`src/rtl/if_fetch_stage_pkg.sv`:
```
// ============================================================================
// if_fetch_stage_pkg : shared widths, bubble word and fetch FSM encoding
// Rev 1.0
// ============================================================================
`default_nettype none

package if_fetch_stage_pkg;

    localparam int InstAddrWidth   = 32;
    localparam int InstDataWidth   = 32;
    localparam logic [InstDataWidth-1:0] ZeroWord = '0;   // sll $0,$0,0 (nop)
    localparam logic BranchEnable  = 1'b1;

    localparam int FetchStateWidth = 1;

    typedef enum logic [FetchStateWidth-1:0] {
        S_FETCH = 1'b0,
        S_HOLD  = 1'b1
    } fetch_state_e;

endpackage

`default_nettype wire

```
`src/rtl/if_id_reg.sv`:
```
// ============================================================================
// if_id_reg : IF/ID pipeline register with flush > load > hold priority
// Rev 1.0
// ============================================================================
`default_nettype none

module if_id_reg
    import if_fetch_stage_pkg::*;
#(
    parameter int ADDR_W = InstAddrWidth,
    parameter int DATA_W = InstDataWidth
) (
    input  logic              clk,
    input  logic              rst,
    input  logic              flush_i,
    input  logic              load_i,
    input  logic [ADDR_W-1:0] pc_plus4_i,
    input  logic [DATA_W-1:0] inst_i,
    output logic [ADDR_W-1:0] pc_plus4_o,
    output logic [DATA_W-1:0] inst_o,
    output logic              valid_o
);

    logic [ADDR_W-1:0] pc_plus4_q, pc_plus4_d;
    logic [DATA_W-1:0] inst_q, inst_d;
    logic              valid_q, valid_d;

    always_comb begin
        pc_plus4_d = pc_plus4_q;
        inst_d     = inst_q;
        valid_d    = valid_q;
        if (flush_i) begin
            pc_plus4_d = '0;
            inst_d     = DATA_W'(ZeroWord);
            valid_d    = 1'b0;
        end else if (load_i) begin
            pc_plus4_d = pc_plus4_i;
            inst_d     = inst_i;
            valid_d    = 1'b1;
        end
    end

    always_ff @(posedge clk) begin
        if (rst) begin
            pc_plus4_q <= '0;
            inst_q     <= DATA_W'(ZeroWord);
            valid_q    <= 1'b0;
        end else begin
            pc_plus4_q <= pc_plus4_d;
            inst_q     <= inst_d;
            valid_q    <= valid_d;
        end
    end

    assign pc_plus4_o = pc_plus4_q;
    assign inst_o     = inst_q;
    assign valid_o    = valid_q;

endmodule

`default_nettype wire

```
`src/rtl/if_fetch_stage.sv`:
```
// ============================================================================
// if_fetch_stage : PC, req/ack instruction fetch FSM, redirect/kill, IF/ID
// Rev 1.0
// ============================================================================
`default_nettype none

module if_fetch_stage
    import if_fetch_stage_pkg::*;
#(
    parameter int                ADDR_W   = InstAddrWidth,
    parameter int                DATA_W   = InstDataWidth,
    parameter logic [ADDR_W-1:0] RESET_PC = '0
) (
    input  logic              clk,
    input  logic              rst,
    input  logic              stall_ID,
    input  logic              is_branch,
    input  logic [ADDR_W-1:0] branch_address,
    input  logic              is_rst_IF_ID,
    output logic              imem_req,
    output logic [ADDR_W-1:0] imem_addr,
    input  logic              imem_ack,
    input  logic [DATA_W-1:0] imem_rdata,
    output logic [ADDR_W-1:0] pc_plus4_ID,
    output logic [DATA_W-1:0] inst_ID,
    output logic              valid_ID,
    output logic              fetch_busy
);

    fetch_state_e      state_q, state_d;
    logic [ADDR_W-1:0] pc_q, pc_d;
    logic [ADDR_W-1:0] req_addr_q, req_addr_d;
    logic              kill_q, kill_d;
    logic [ADDR_W-1:0] buf_pc4_q, buf_pc4_d;
    logic [DATA_W-1:0] buf_inst_q, buf_inst_d;

    logic              redirect;
    logic              ack_ok;
    logic [ADDR_W-1:0] target;
    logic [ADDR_W-1:0] req_plus4;
    logic              id_load, id_flush;
    logic [ADDR_W-1:0] id_pc4;
    logic [DATA_W-1:0] id_inst;

    assign redirect  = ((is_branch == BranchEnable) | is_rst_IF_ID) & ~stall_ID;
    assign target    = branch_address & ~ADDR_W'(3);
    assign req_plus4 = req_addr_q + ADDR_W'(4);
    assign ack_ok    = (state_q == S_FETCH) & imem_ack & ~kill_q;

    // Draining the hold buffer and a live fetch never load IF/ID in the same cycle
    assign id_pc4  = (state_q == S_HOLD) ? buf_pc4_q  : req_plus4;
    assign id_inst = (state_q == S_HOLD) ? buf_inst_q : imem_rdata;

    always_comb begin
        state_d    = state_q;
        pc_d       = pc_q;
        req_addr_d = req_addr_q;
        kill_d     = kill_q;
        buf_pc4_d  = buf_pc4_q;
        buf_inst_d = buf_inst_q;
        id_load    = 1'b0;
        id_flush   = 1'b0;

        if (redirect) begin
            pc_d       = target;
            id_flush   = 1'b1;
            state_d    = S_FETCH;
            buf_pc4_d  = '0;
            buf_inst_d = DATA_W'(ZeroWord);
            // An unacknowledged request cannot be withdrawn; its ack must be swallowed
            if ((state_q == S_FETCH) && !imem_ack) begin
                kill_d = 1'b1;
            end else begin
                kill_d     = 1'b0;
                req_addr_d = target;
            end
        end else if (state_q == S_FETCH) begin
            if (ack_ok) begin
                pc_d = req_plus4;
                if (!stall_ID) begin
                    id_load    = 1'b1;
                    req_addr_d = req_plus4;
                end else begin
                    buf_pc4_d  = req_plus4;
                    buf_inst_d = imem_rdata;
                    state_d    = S_HOLD;
                end
            end else begin
                if (imem_ack && kill_q) begin
                    kill_d     = 1'b0;
                    req_addr_d = pc_q;
                end
                if (!stall_ID) begin
                    id_flush = 1'b1;
                end
            end
        end else begin
            if (!stall_ID) begin
                id_load    = 1'b1;
                req_addr_d = pc_q;
                state_d    = S_FETCH;
            end
        end
    end

    always_ff @(posedge clk) begin
        if (rst) begin
            state_q    <= S_FETCH;
            pc_q       <= RESET_PC;
            req_addr_q <= RESET_PC;
            kill_q     <= 1'b0;
            buf_pc4_q  <= '0;
            buf_inst_q <= DATA_W'(ZeroWord);
        end else begin
            state_q    <= state_d;
            pc_q       <= pc_d;
            req_addr_q <= req_addr_d;
            kill_q     <= kill_d;
            buf_pc4_q  <= buf_pc4_d;
            buf_inst_q <= buf_inst_d;
        end
    end

    assign imem_req   = ~rst & (state_q == S_FETCH);
    assign imem_addr  = req_addr_q;
    assign fetch_busy = imem_req & ~imem_ack;

    if_id_reg #(
        .ADDR_W (ADDR_W),
        .DATA_W (DATA_W)
    ) u_if_id_reg (
        .clk        (clk),
        .rst        (rst),
        .flush_i    (id_flush),
        .load_i     (id_load),
        .pc_plus4_i (id_pc4),
        .inst_i     (id_inst),
        .pc_plus4_o (pc_plus4_ID),
        .inst_o     (inst_ID),
        .valid_o    (valid_ID)
    );

endmodule

`default_nettype wire

```
`config.mk`:
```
export PLATFORM = sky130hd
export DESIGN_NAME = if_fetch_stage
export DESIGN_NICKNAME = d
export VERILOG_FILES = /design/src/rtl/if_fetch_stage_pkg.sv /design/src/rtl/if_id_reg.sv /design/src/rtl/if_fetch_stage.sv
export SDC_FILE = /design/constraint.sdc
export NUM_CORES = 1
export LEC_CHECK = 0
export ABC_AREA = 1
export CORE_MARGIN = 2
export CORE_UTILIZATION = 49
export CTS_BUF_LIST = sky130_fd_sc_hd__clkbuf_4 sky130_fd_sc_hd__clkbuf_8
export DETAILED_ROUTE_END_ITERATION = 16
export PLACE_DENSITY_LB_ADDON = 0.12
export RECOVER_POWER = 100
export SYNTH_ARGS = -nofsm -noshare
export SYNTH_HDL_FRONTEND = slang
export SYNTH_SLANG_ARGS = --single-unit
```
`constraint.sdc`:
```
create_clock -name clk -period 4.05 [get_ports clk]
set_input_delay 0.6075 -clock clk [delete_from_list [all_inputs] [get_ports clk]]
set_output_delay 0.6075 -clock clk [all_outputs]
set_load 0.005 [all_outputs]
```
# Yosys cells after proc, flatten, opt, wreduce, memory -nomap -nowiden
# Cells that the tools add are included.
dict set report totals {
  reg_bits 195
  out_inout_bits 99
  elab_cells 67
  inputBits 70
}
dict set report op_classes {
  n_eq_ne 5
  add_sub_neg 1
  n_reduce_logical 13
  n_bitwise 11
  n_mux 27
}
# operator n
set ops {}
lappend ops {{32-bit 2-to-1 mux} 12}
lappend ops {{32-bit by 3-bit adder with 32-bit output, second input constant} 1}
lappend ops {{1-bit 2-to-1 mux} 15}
lappend ops {{3-bit AND reduction} 2}
lappend ops {{1-bit bitwise AND} 5}
lappend ops {{1-bit NOT} 5}
lappend ops {{2-bit != test, second input constant} 2}
lappend ops {{2-bit AND reduction} 2}
lappend ops {{4-bit AND reduction} 1}
lappend ops {{2-bit nonzero test} 2}
lappend ops {{4-bit nonzero test} 1}
lappend ops {{2-bit OR reduction} 2}
lappend ops {{3-bit by 2-bit != test with 1-bit output, second input constant} 1}
lappend ops {{3-bit != test, second input constant} 1}
lappend ops {{1-bit logical AND} 2}
lappend ops {{2-bit by 1-bit != test with 1-bit output, second input constant} 1}
lappend ops {{1-bit zero test} 1}
lappend ops {{1-bit OR} 1}

# Depth between registers and ports, before layout
# Gate-level depths: netlist of the first run.
dict set report logic_depth {
  depth_word 7
  mapped_depth 11
  ltp_nobuf 11
}

# Hierarchy
# A second synthesis of the first run with hierarchy kept.
dict set report unflattened {
  cells_unflattened 1498
  area_unflattened_um2 9465.3
}
# module area_per_inst_um2 cells_each instances seq_area_each_um2
set by_module_without_submodules {}
lappend by_module_without_submodules {if_fetch_stage 6810.3 1090 1 2602.5}
lappend by_module_without_submodules {if_id_reg 2655.0 408 1 1301.2}

# Least setup slack after synthesis of the first run
# No wires, ideal clock.
dict set report synth_timing {
  path_kind {in2out}
  startpoint {input port rst}
  endpoint {output port imem_req}
  arrival_time_ns 1.176
  n_path_buf 2
  required_time_ns 3.442
  path_stages 3
  path_slack_ns 2.266
  path_cell_list {clkbuf_1 -> clkbuf_1 -> nor2_1}
}
dict set report synth_via {
  elab_chain_cells 2
}
# element line_no
set synth_rtl {}
lappend synth_rtl {{start: declaration} if_fetch_stage.sv:15} ;# input logic rst,
lappend synth_rtl {{1-bit NOT} if_fetch_stage.sv:124} ;# assign imem_req = ~rst & (state_q == S_FETCH);
lappend synth_rtl {{1-bit bitwise AND} if_fetch_stage.sv:124}
lappend synth_rtl {{end: declaration} if_fetch_stage.sv:20} ;# output logic imem_req,
# Every way passes these cells.

# Worst setup path after layout of the first run
dict set report layout_timing {
  startpoint {register state_q}
  endpoint {register u_if_id_reg.pc_plus4_q[27] (netlist: u_if_id_reg.pc_plus4_o[27])}
}
dict set report layout_via {
  elab_chain_cells 7
  word_cells_on_any_way 11
  cone_classes {7 x mux; 3 x bitwise; 1 x reduce/logical}
}
# element line_no
set layout_rtl {}
lappend layout_rtl {{start: declaration} if_fetch_stage.sv:30} ;# fetch_state_e state_q, state_d;
lappend layout_rtl {{start signal: assignment} if_fetch_stage.sv:115} ;# state_q <= state_d;
lappend layout_rtl {{1-bit NOT (no line)} n/a}
lappend layout_rtl {{1-bit bitwise AND (2 in a row)} if_fetch_stage.sv:48} ;# assign ack_ok = (state_q == S_FETCH) & imem_ack & ~kill_q;
lappend layout_rtl {{1-bit 2-to-1 mux} if_fetch_stage.sv:78} ;# if (ack_ok) begin
lappend layout_rtl {{1-bit 2-to-1 mux} if_fetch_stage.sv:77} ;# end else if (state_q == S_FETCH) begin
lappend layout_rtl {{1-bit 2-to-1 mux} if_fetch_stage.sv:64} ;# if (redirect) begin
lappend layout_rtl {{2-bit OR reduction (no line)} n/a}
lappend layout_rtl {{end signal: assignment} if_id_reg.sv:49} ;# pc_plus4_q <= pc_plus4_d;
lappend layout_rtl {{end: declaration} if_id_reg.sv:24} ;# logic [ADDR_W-1:0] pc_plus4_q, pc_plus4_d;
# Parallel ways exist; a longest one is shown, timed or not.
# A chain may end at the register's enable or synchronous reset.

==> key figures, run 1 <==
Outcome
  – Status: complete, no violations

Place
  – Port bufs: 166
  – Post-DP HPWL: about 16,000 um
  – Placer congestion estimate: 0.8467
  – DP Area: 10,580 um2

Layout
  – Layout cells sized above 1: 5.536%
  – Design Area, Final: ~11,000 um2
  – Area delta synth->final: 22.32%
  – Layout Nets: 1,467
  – N_diodes: 0

Pwr
  – Switching Power: between 1000 and 1500 uW
  – Power per cell area: around 370 nW/um2
  – Sw Ratio: between 20% and 30%
  – Sequential power share: 52.4%
  – Power, Total: 4066 uW
  – Worst VDD drop: 0.2187 mV
  – Clock Power Share: between 30% and 40%
  – Internal power: 2919 uW
  – Pleak: 0.004920 uW
  – Combinational Power Share: 16.3%

Die
  – Die width: about 140 um
  – Die area: 19,320 um2
  – Core area: 17,900 um2
  – I/O pin total: 169
  – Die Span Y: approximately 140 um
  – # rows: about 50
  – Initial Utilization: 49.88%

Synthesis
  – Simple-gate share of the synthesized area: 24.81%
  – Xor/xnor share of the synthesized area: under 10%
  – Post-synth top area share: 43.72%
  – Synth warn: 0
  – Largest family of logic cells by synthesized area: simple AND/OR/NAND/NOR gates
  – Synth unique cells: 37
  – Compound-Gate Fraction of Synth Area: between 10% and 20%
  – Ys flop type: dfxtp_1
  – Mapped Area: 8930 um2
  – Adder-cell share of the synthesized area: 0.1401%
  – Synthesized area per cell: 7.009 um2
  – Multiplexer area fraction after synthesis: 0%
  – Post-synthesis sequential area ratio: 43.72%
  – Yosys reg bits: 195
  – Area leader, netlist: dfxtp_1
  – Post-Syn Nets: between 1k and 1.5k
  – Synthesized instance count: ~1.3k
  – Share of async-settable or async-resettable flops after synthesis: 0%
  – Post-synth EDFFs: 0
  – Top post-synthesis cells by area: dfxtp_1, nand2_1, a21oi_1, o21ai_0, nor2_1

GRT
  – GRT Util Overall: 24.34%
  – Overflow after GRT: 0
  – Initial antenna violation count: 0
  – First-pass GRT wire length: 38,480 um
  – Largest net degree at the start of global routing: 106
  – Vias in the first global route: 7,371

Clock network
  – Clock sinks: between 150 and 200
  – Post-CTS Setup Repair Bufs: 0
  – H-tree levels: 4
  – Post-CTS Resized: 0
  – TritonCTS clock tree: done
  – Clock Pin Slew Worst Setup and Hold Paths: 90 ps
  – Skew-Pair Late Insertion Delay: 460 ps
  – Num CTS Buffers: 17
  – CTS Hold Bufs: 0
  – Clock root cell: clkbuf_8
  – Clock Tree Buf Depth: 2

Drt
  – Via count of the routed design: 8,509
  – Antenna Nets Post-Route: 0
  – Routed WL: 23,780 um
  – DR WL/cell: around 15 um
  – DRC viols: 0
  – Pre-antenna DRT Iters: 5
  – Vias per cell: 5.195
  – Iteration-0 DRC Markers: 642

Timing
  – Final period util: slightly below 80%
  – Post-layout min period: 3183 ps
  – RSZ-0062 raised after global routing: false
  – Setup TNS: 0 ps
  – Max Fclk: 0.3142 GHz
  – Final Hold Fails: 0
  – Pins Over Slew Limit: 0
  – Measured slew at the worst slew-check pin: around 1500 ps
  – Clk_skew: 15.77 ps
  – Rel. slew slack: 0.6806%
  – Final setup fails: 0

Worst setup path
  – Buf/Inv on CP: 2
  – Setup crit end kind: flop
  – CP required: between 4000 and 5000 ps
  – Worst-path cell chain: inv_1 > nand2_1 > nand3_1 > clkbuf_1 > a21oi_1 > a21oi_1
  – Top cell by count, worst path: a21oi_1
  – Arrival @ worst endpoint: 3570 ps
  – Max FO, Critical Path: 35
  – CP max stage delay: between 1000 and 1500 ps
  – CP startpoint kind: flop
  – Crit Path Class: flop to flop
  – Slowest cell on crit path: inv_1
  – CP delay by family, top: buffers and inverters

Run
  – Max-cap violations: 0

Hold path
  – Worst Hold Class: flop to flop
## synth_stat cells, types with 7 or more instances
cell / count
o21ai_0: 132
xor2_1: 7
nor2_1: 172
buf_6: 7
nand3_1: 48
dfxtp_1: 195
o21ai_1: 19
o22ai_1: 13
a21oi_1: 139
nand2_1: 220
clkbuf_1: 29
nor3_2: 11
nor3_1: 27
a31oi_1: 7
buf_2: 27
inv_1: 153
## per-layer routing
layer  share of wire, %  wire length, um  up-vias  global-route usage, %
met1                 47            11080     3851                  35.25
met5                  0                0        -                      0
li1                   -                -     4324                      -
met4                2.1              501        0                  8.453
met2                 45            10640      298                  37.00
met3                6.5             1556       36                  3.798
## placed cells by master (no fill, tap or decap), drive strengths merged
master / instances
nand2: 227
dfxtp: 195
nor2: 184
inv: 159
o21ai: 151
a21oi: 139
dlygate4sd3: 101
clkdlybuf4s50: 65
nand3: 49
nor3: 38
clkbuf: 27
o22ai: 13
xor2: 9
a31oi: 7
buf: 7
a21o: 6
nand4: 6
clkinv: 6
xnor2: 3
and2: 3
a211oi: 3
clkinvlp: 3
nand3b: 2
o211ai: 2
bufinv: 2
o21bai: 1
ha: 1
## worst paths after layout
check                            startpoint                                 endpoint  slack, ps  cells past startpoint
setup / recovery         state_q$_SDFF_PP0_  u_if_id_reg.pc_plus4_o[27]$_SDFFE_PP0P_        870                      6
hold / removal    buf_pc4_q[4]$_SDFFE_PP0P_                buf_pc4_q[4]$_SDFFE_PP0P_        470                      2
setup reg to reg         state_q$_SDFF_PP0_  u_if_id_reg.pc_plus4_o[27]$_SDFFE_PP0P_        870                      6
hold reg to reg   buf_pc4_q[4]$_SDFFE_PP0P_                buf_pc4_q[4]$_SDFFE_PP0P_        470                      2
## worst register-to-register path, delay by kind of cell (launching register included)
kind                   cells  cell delay [ps]
AND/OR/NAND/NOR            2              330
buffers and inverters      2             2030
AO/OA/AOI/OAI              2              290
flip-flops                 1              470
## cell families (layout without fill, tap and decap cells)
logic type      after synthesis  after routing
flops                       195            195
simple gates                509            509
compound gates              322            322
buf+inv                     235            370
xor+xnor                     12             12
fa+ha+maj                     1              1
## power groups by stage
stage                     registers, uW  logic, uW  clock network (uW)
after CTS                          2130        698                1300
after floorplan                    2150        399                   0
after global placement             2170        685                   0
after global routing               2150        742                1380
after detailed placement           2180        694                   0
final                              2130        664                1270
## area by class of cell
type                    count  area (um2)
flip-flops and latches    195        3908
multi-input cells         844        3995
clock inverters            10       106.4
well taps                 229       286.5
clock buffers              22       284.0
repair buffers            178        1735
inverters                 160       608.1
fillers                  1729        6979
## registers in the layout, summed over array words and instances (netlist names)
name and flops:
buf_pc4_q 32, pc_q 32, buf_inst_q 32, u_if_id_reg.valid_o 1, u_if_id_reg.pc_plus4_o 32, state_q 1, u_if_id_reg.inst_o 32, kill_q 1
imem_addr 32
## per-stage QoR
step | setup WS (ps) | util [%] | hold WS, ps | std cells
floorplan | 2266 | - | 434.5 | 1274
global placement | 964.5 | 59.12 | 452.9 | 1606
detailed placement | 978.5 | 59.12 | 454.5 | 1606
CTS | 1351 | 61.30 | 471.2 | 1638
global route | 654.1 | 61.01 | 503.7 | 1638
finish | 867.0 | 61.01 | 468.6 | 1638
(Power assumes the default switching activity.)
==> run 2: changes to the inputs <==
==> constraint.sdc (replaced) <==
create_clock -name clk -period 2.6 [get_ports clk]
set_input_delay 0.39 -clock clk [delete_from_list [all_inputs] [get_ports clk]]
set_output_delay 0.39 -clock clk [all_outputs]
set_load 0.005 [all_outputs]
==> run 2 against run 1 <==
  * Clock power increased by 39%
  * Register-to-register slack got worse by 300 ps
  * Die area unchanged
  * Clock skew decreased by 2.4 ps
  * Power increased by 51%
  * Non-clock buffer count increased by 4
  * Critical path type is now input port to output pin
  * Largest power group unchanged
==> key figures, run 2 (synthesis results as in run 1) <==
Outcome
  – Status: complete, no violations (unchanged)

Die
  – Die Span Y: 139.0 um (unchanged)
  – Die area: 19,320 um2 (unchanged)
  – I/O pin total: 169 (unchanged)
  – Initial Utilization: 49.88% (unchanged)
  – Die width: 139.0 um (unchanged)
  – Core area: 17,900 um2 (unchanged)
  – # rows: 49 (unchanged)

Timing
  – Final period util: 86.95%
  – Measured slew at the worst slew-check pin: 964.4 ps (was 1490 ps)
  – Clk_skew: 13.39 ps (was 15.77 ps)
  – RSZ-0062 raised after global routing: false (unchanged)
  – Hold slack: 470.1 ps (was 468.6 ps)
  – Rel. slew slack: 35.71% (was 0.6806%)
  – Final Hold Fails: 0 (unchanged)
  – Post-layout min period: 2261 ps
  – Worst Slack Setup Final: 339.3 ps (was 867.0 ps)
  – Final setup fails: 0 (unchanged)
  – Setup TNS: 0 ps (unchanged)
  – Max Fclk: 0.4423 GHz
  – Pins Over Slew Limit: 0 (unchanged)

Worst setup path
  – Arrival @ worst endpoint: 1870 ps (was 3570 ps)
  – CP startpoint kind: input port (was flop)
  – CP delay by family, top: buffers and inverters (unchanged)
  – Crit Path Class: input port to output pin (was flop to flop)
  – Setup crit end kind: output pin (was flop)
  – Top cell by count, worst path: dlygate4sd3_1 (was a21oi_1)
  – Buf/Inv on CP: 2 (unchanged)
  – CP max stage delay: 650 ps (was 1020 ps)
  – CP required: 2210 ps (was 4430 ps)
  – Slowest cell on crit path: dlygate4sd3_1 (was inv_1)
  – Max FO, Critical Path: 2 (was 35)
  – Worst-path cell chain: dlygate4sd3_1 > nor3_1 > dlygate4sd3_1 (was inv_1 > nand2_1 > nand3_1 > clkbuf_1 > a21oi_1 > a21oi_1)

Layout
  – Area delta synth->final: 22.11% (was 22.32%)
  – Area occupied by multi-input gates: 3964 um2 (was 3995 um2)
  – Layout cells sized above 1: 5.315% (was 5.536%)
  – Utilization after layout: 60.91% (was 61.01%)
  – Commonest cells after routing, fill and taps aside: nand2_1, dfxtp_1, nor2_1, inv_1, o21ai_0 (was nand2_1, dfxtp_1, nor2_1, inv_1, a21oi_1)
  – Layout fillers: 1,731 (was 1,729)
  – Design Area, Final: 10,900 um2 (was 10,920 um2)
  – N_diodes: 0 (unchanged)
  – Most common cell after layout, fill and taps aside: nand2_1 (unchanged)
  – Layout Nets: 1,471 (was 1,467)
  – Reg area: 3908 um2 (unchanged)

Place
  – Setup WS pre-CTS: 297.3 ps (was 978.5 ps)
  – DP Area: 10,640 um2 (was 10,580 um2)
  – Port bufs: 166 (unchanged)
  – Post-DP HPWL: 15,890 um (was 15,620 um)
  – Placer congestion estimate: 0.8939 (was 0.8467)

Pwr
  – Sequential power share: 54.0% (was 52.4%)
  – Combinational Power Share: 17.1% (was 16.3%)
  – Sw Ratio: 29.16% (was 28.20%)
  – Pleak: 0.004918 uW (was 0.004920 uW)
  – Clock Power Share: 28.9% (was 31.3%)
  – Internal power: 4346 uW (was 2919 uW)
  – Switching Power: 1789 uW (was 1147 uW)
  – Power per cell area: 562.7 nW/um2 (was 372.3 nW/um2)
  – Worst VDD drop: 0.3480 mV (was 0.2187 mV)

Hold path
  – Worst Hold Class: input port to flop (was flop to flop)

Drt
  – DR WL/cell: 14.52 um (about the same)
  – Pre-antenna DRT Iters: 5 (unchanged)
  – DRC viols: 0 (unchanged)
  – Via count of the routed design: 8,371 (was 8,509)
  – Antenna Nets Post-Route: 0 (unchanged)
  – Iteration-0 DRC Markers: 466 (was 642)
  – Routed WL: 23,820 um (was 23,780 um)
  – Vias per cell: 5.104 (was 5.195)

Clock network
  – Clock Tree Buf Depth: 2 (unchanged)
  – TritonCTS clock tree: done (unchanged)
  – CTS Hold Bufs: 0 (unchanged)
  – Clock Pin Slew Worst Setup and Hold Paths: 90 ps (about the same)
  – Post-CTS Resized: 0 (unchanged)
  – Clock sinks: 195 (unchanged)
  – Num CTS Buffers: 17 (unchanged)
  – Skew-Pair Late Insertion Delay: 470 ps (was 460 ps)
  – Clock root cell: clkbuf_8 (unchanged)
  – H-tree levels: 4 (unchanged)
  – Post-CTS Setup Repair Bufs: 0 (unchanged)

GRT
  – Vias in the first global route: 7,595 (was 7,371)
  – Overflow after GRT: 0 (unchanged)
  – GRT Util Overall: 24.55% (was 24.34%)
  – First-pass GRT wire length: 38,790 um (was 38,480 um)
  – Largest net degree at the start of global routing: 106 (unchanged)
  – Initial antenna violation count: 0 (unchanged)

Run
  – Max-cap violations: 0 (unchanged)
## run 2: power by group through the flow
stage	registers, uW	logic, uW	clock network, uW
6_report	3310	1050	1770
5_1_grt	3340	1170	1930
4_1_cts	3320	1110	1810
3_5_place_dp	3390	1100	0
3_3_place_gp	3390	1090	0
2_1_floorplan	3360	622	0
## run 2: final timing paths
check                                 start  cells after the start  slack [ps]                                      end
hold / removal               imem_rdata[22]                      3         470              buf_inst_q[22]$_SDFFE_PP0P_
setup / recovery                        rst                      3         340                               fetch_busy
hold reg to reg   buf_pc4_q[4]$_SDFFE_PP0P_                      2         470                buf_pc4_q[4]$_SDFFE_PP0P_
setup reg to reg         state_q$_SDFF_PP0_                      7         570  u_if_id_reg.pc_plus4_o[10]$_SDFFE_PP0P_
## run 2: through the flow
step	power [uW]	instances
6_report	6135	1640
5_1_grt	6442	1640
4_1_cts	6234	1640
3_5_place_dp	4488	1610
3_3_place_gp	4471	1610
2_1_floorplan	3978	1274
## run 2: cell type report
class / count / area share, %
repair buffers: 182 / 16.52
well taps: 229 / 2.628
multi-input cells: 844 / 36.35
clock buffers: 21 / 2.536
inverters: 160 / 5.577
flip-flops and latches: 195 / 35.83
clock inverters: 9 / 0.5508
## run 2: layer usage
metal | up-vias | global-route usage, % | share of wire (%)
met2 | 241 | 38.99 | 45
met5 | - | 0 | 0
met1 | 3777 | 34.51 | 48
met4 | 0 | 6.645 | 1.7
li1 | 4322 | - | -
met3 | 31 | 4.420 | 5.4
## run 2: tightest hold or removal path: stages
cell and delay (ps):
clkdlybuf4s50_1 390, inv_1 60, a21oi_1 60
==> run 3: changes to the inputs <==
--- a/config.mk
+++ b/config.mk
@@ -9,9 +9,11 @@
 export CORE_MARGIN = 2
 export CORE_UTILIZATION = 49
 export CTS_BUF_LIST = sky130_fd_sc_hd__clkbuf_4 sky130_fd_sc_hd__clkbuf_8
+export CTS_CLUSTER_SIZE = 30
 export DETAILED_ROUTE_END_ITERATION = 16
 export PLACE_DENSITY_LB_ADDON = 0.12
 export RECOVER_POWER = 100
+export SETUP_SLACK_MARGIN = 0.15
 export SYNTH_ARGS = -nofsm -noshare
 export SYNTH_HDL_FRONTEND = slang
 export SYNTH_SLANG_ARGS = --single-unit
==> results of run 3 <==
Same layout as run 2: the final DEF is identical, and so are final timing and power.
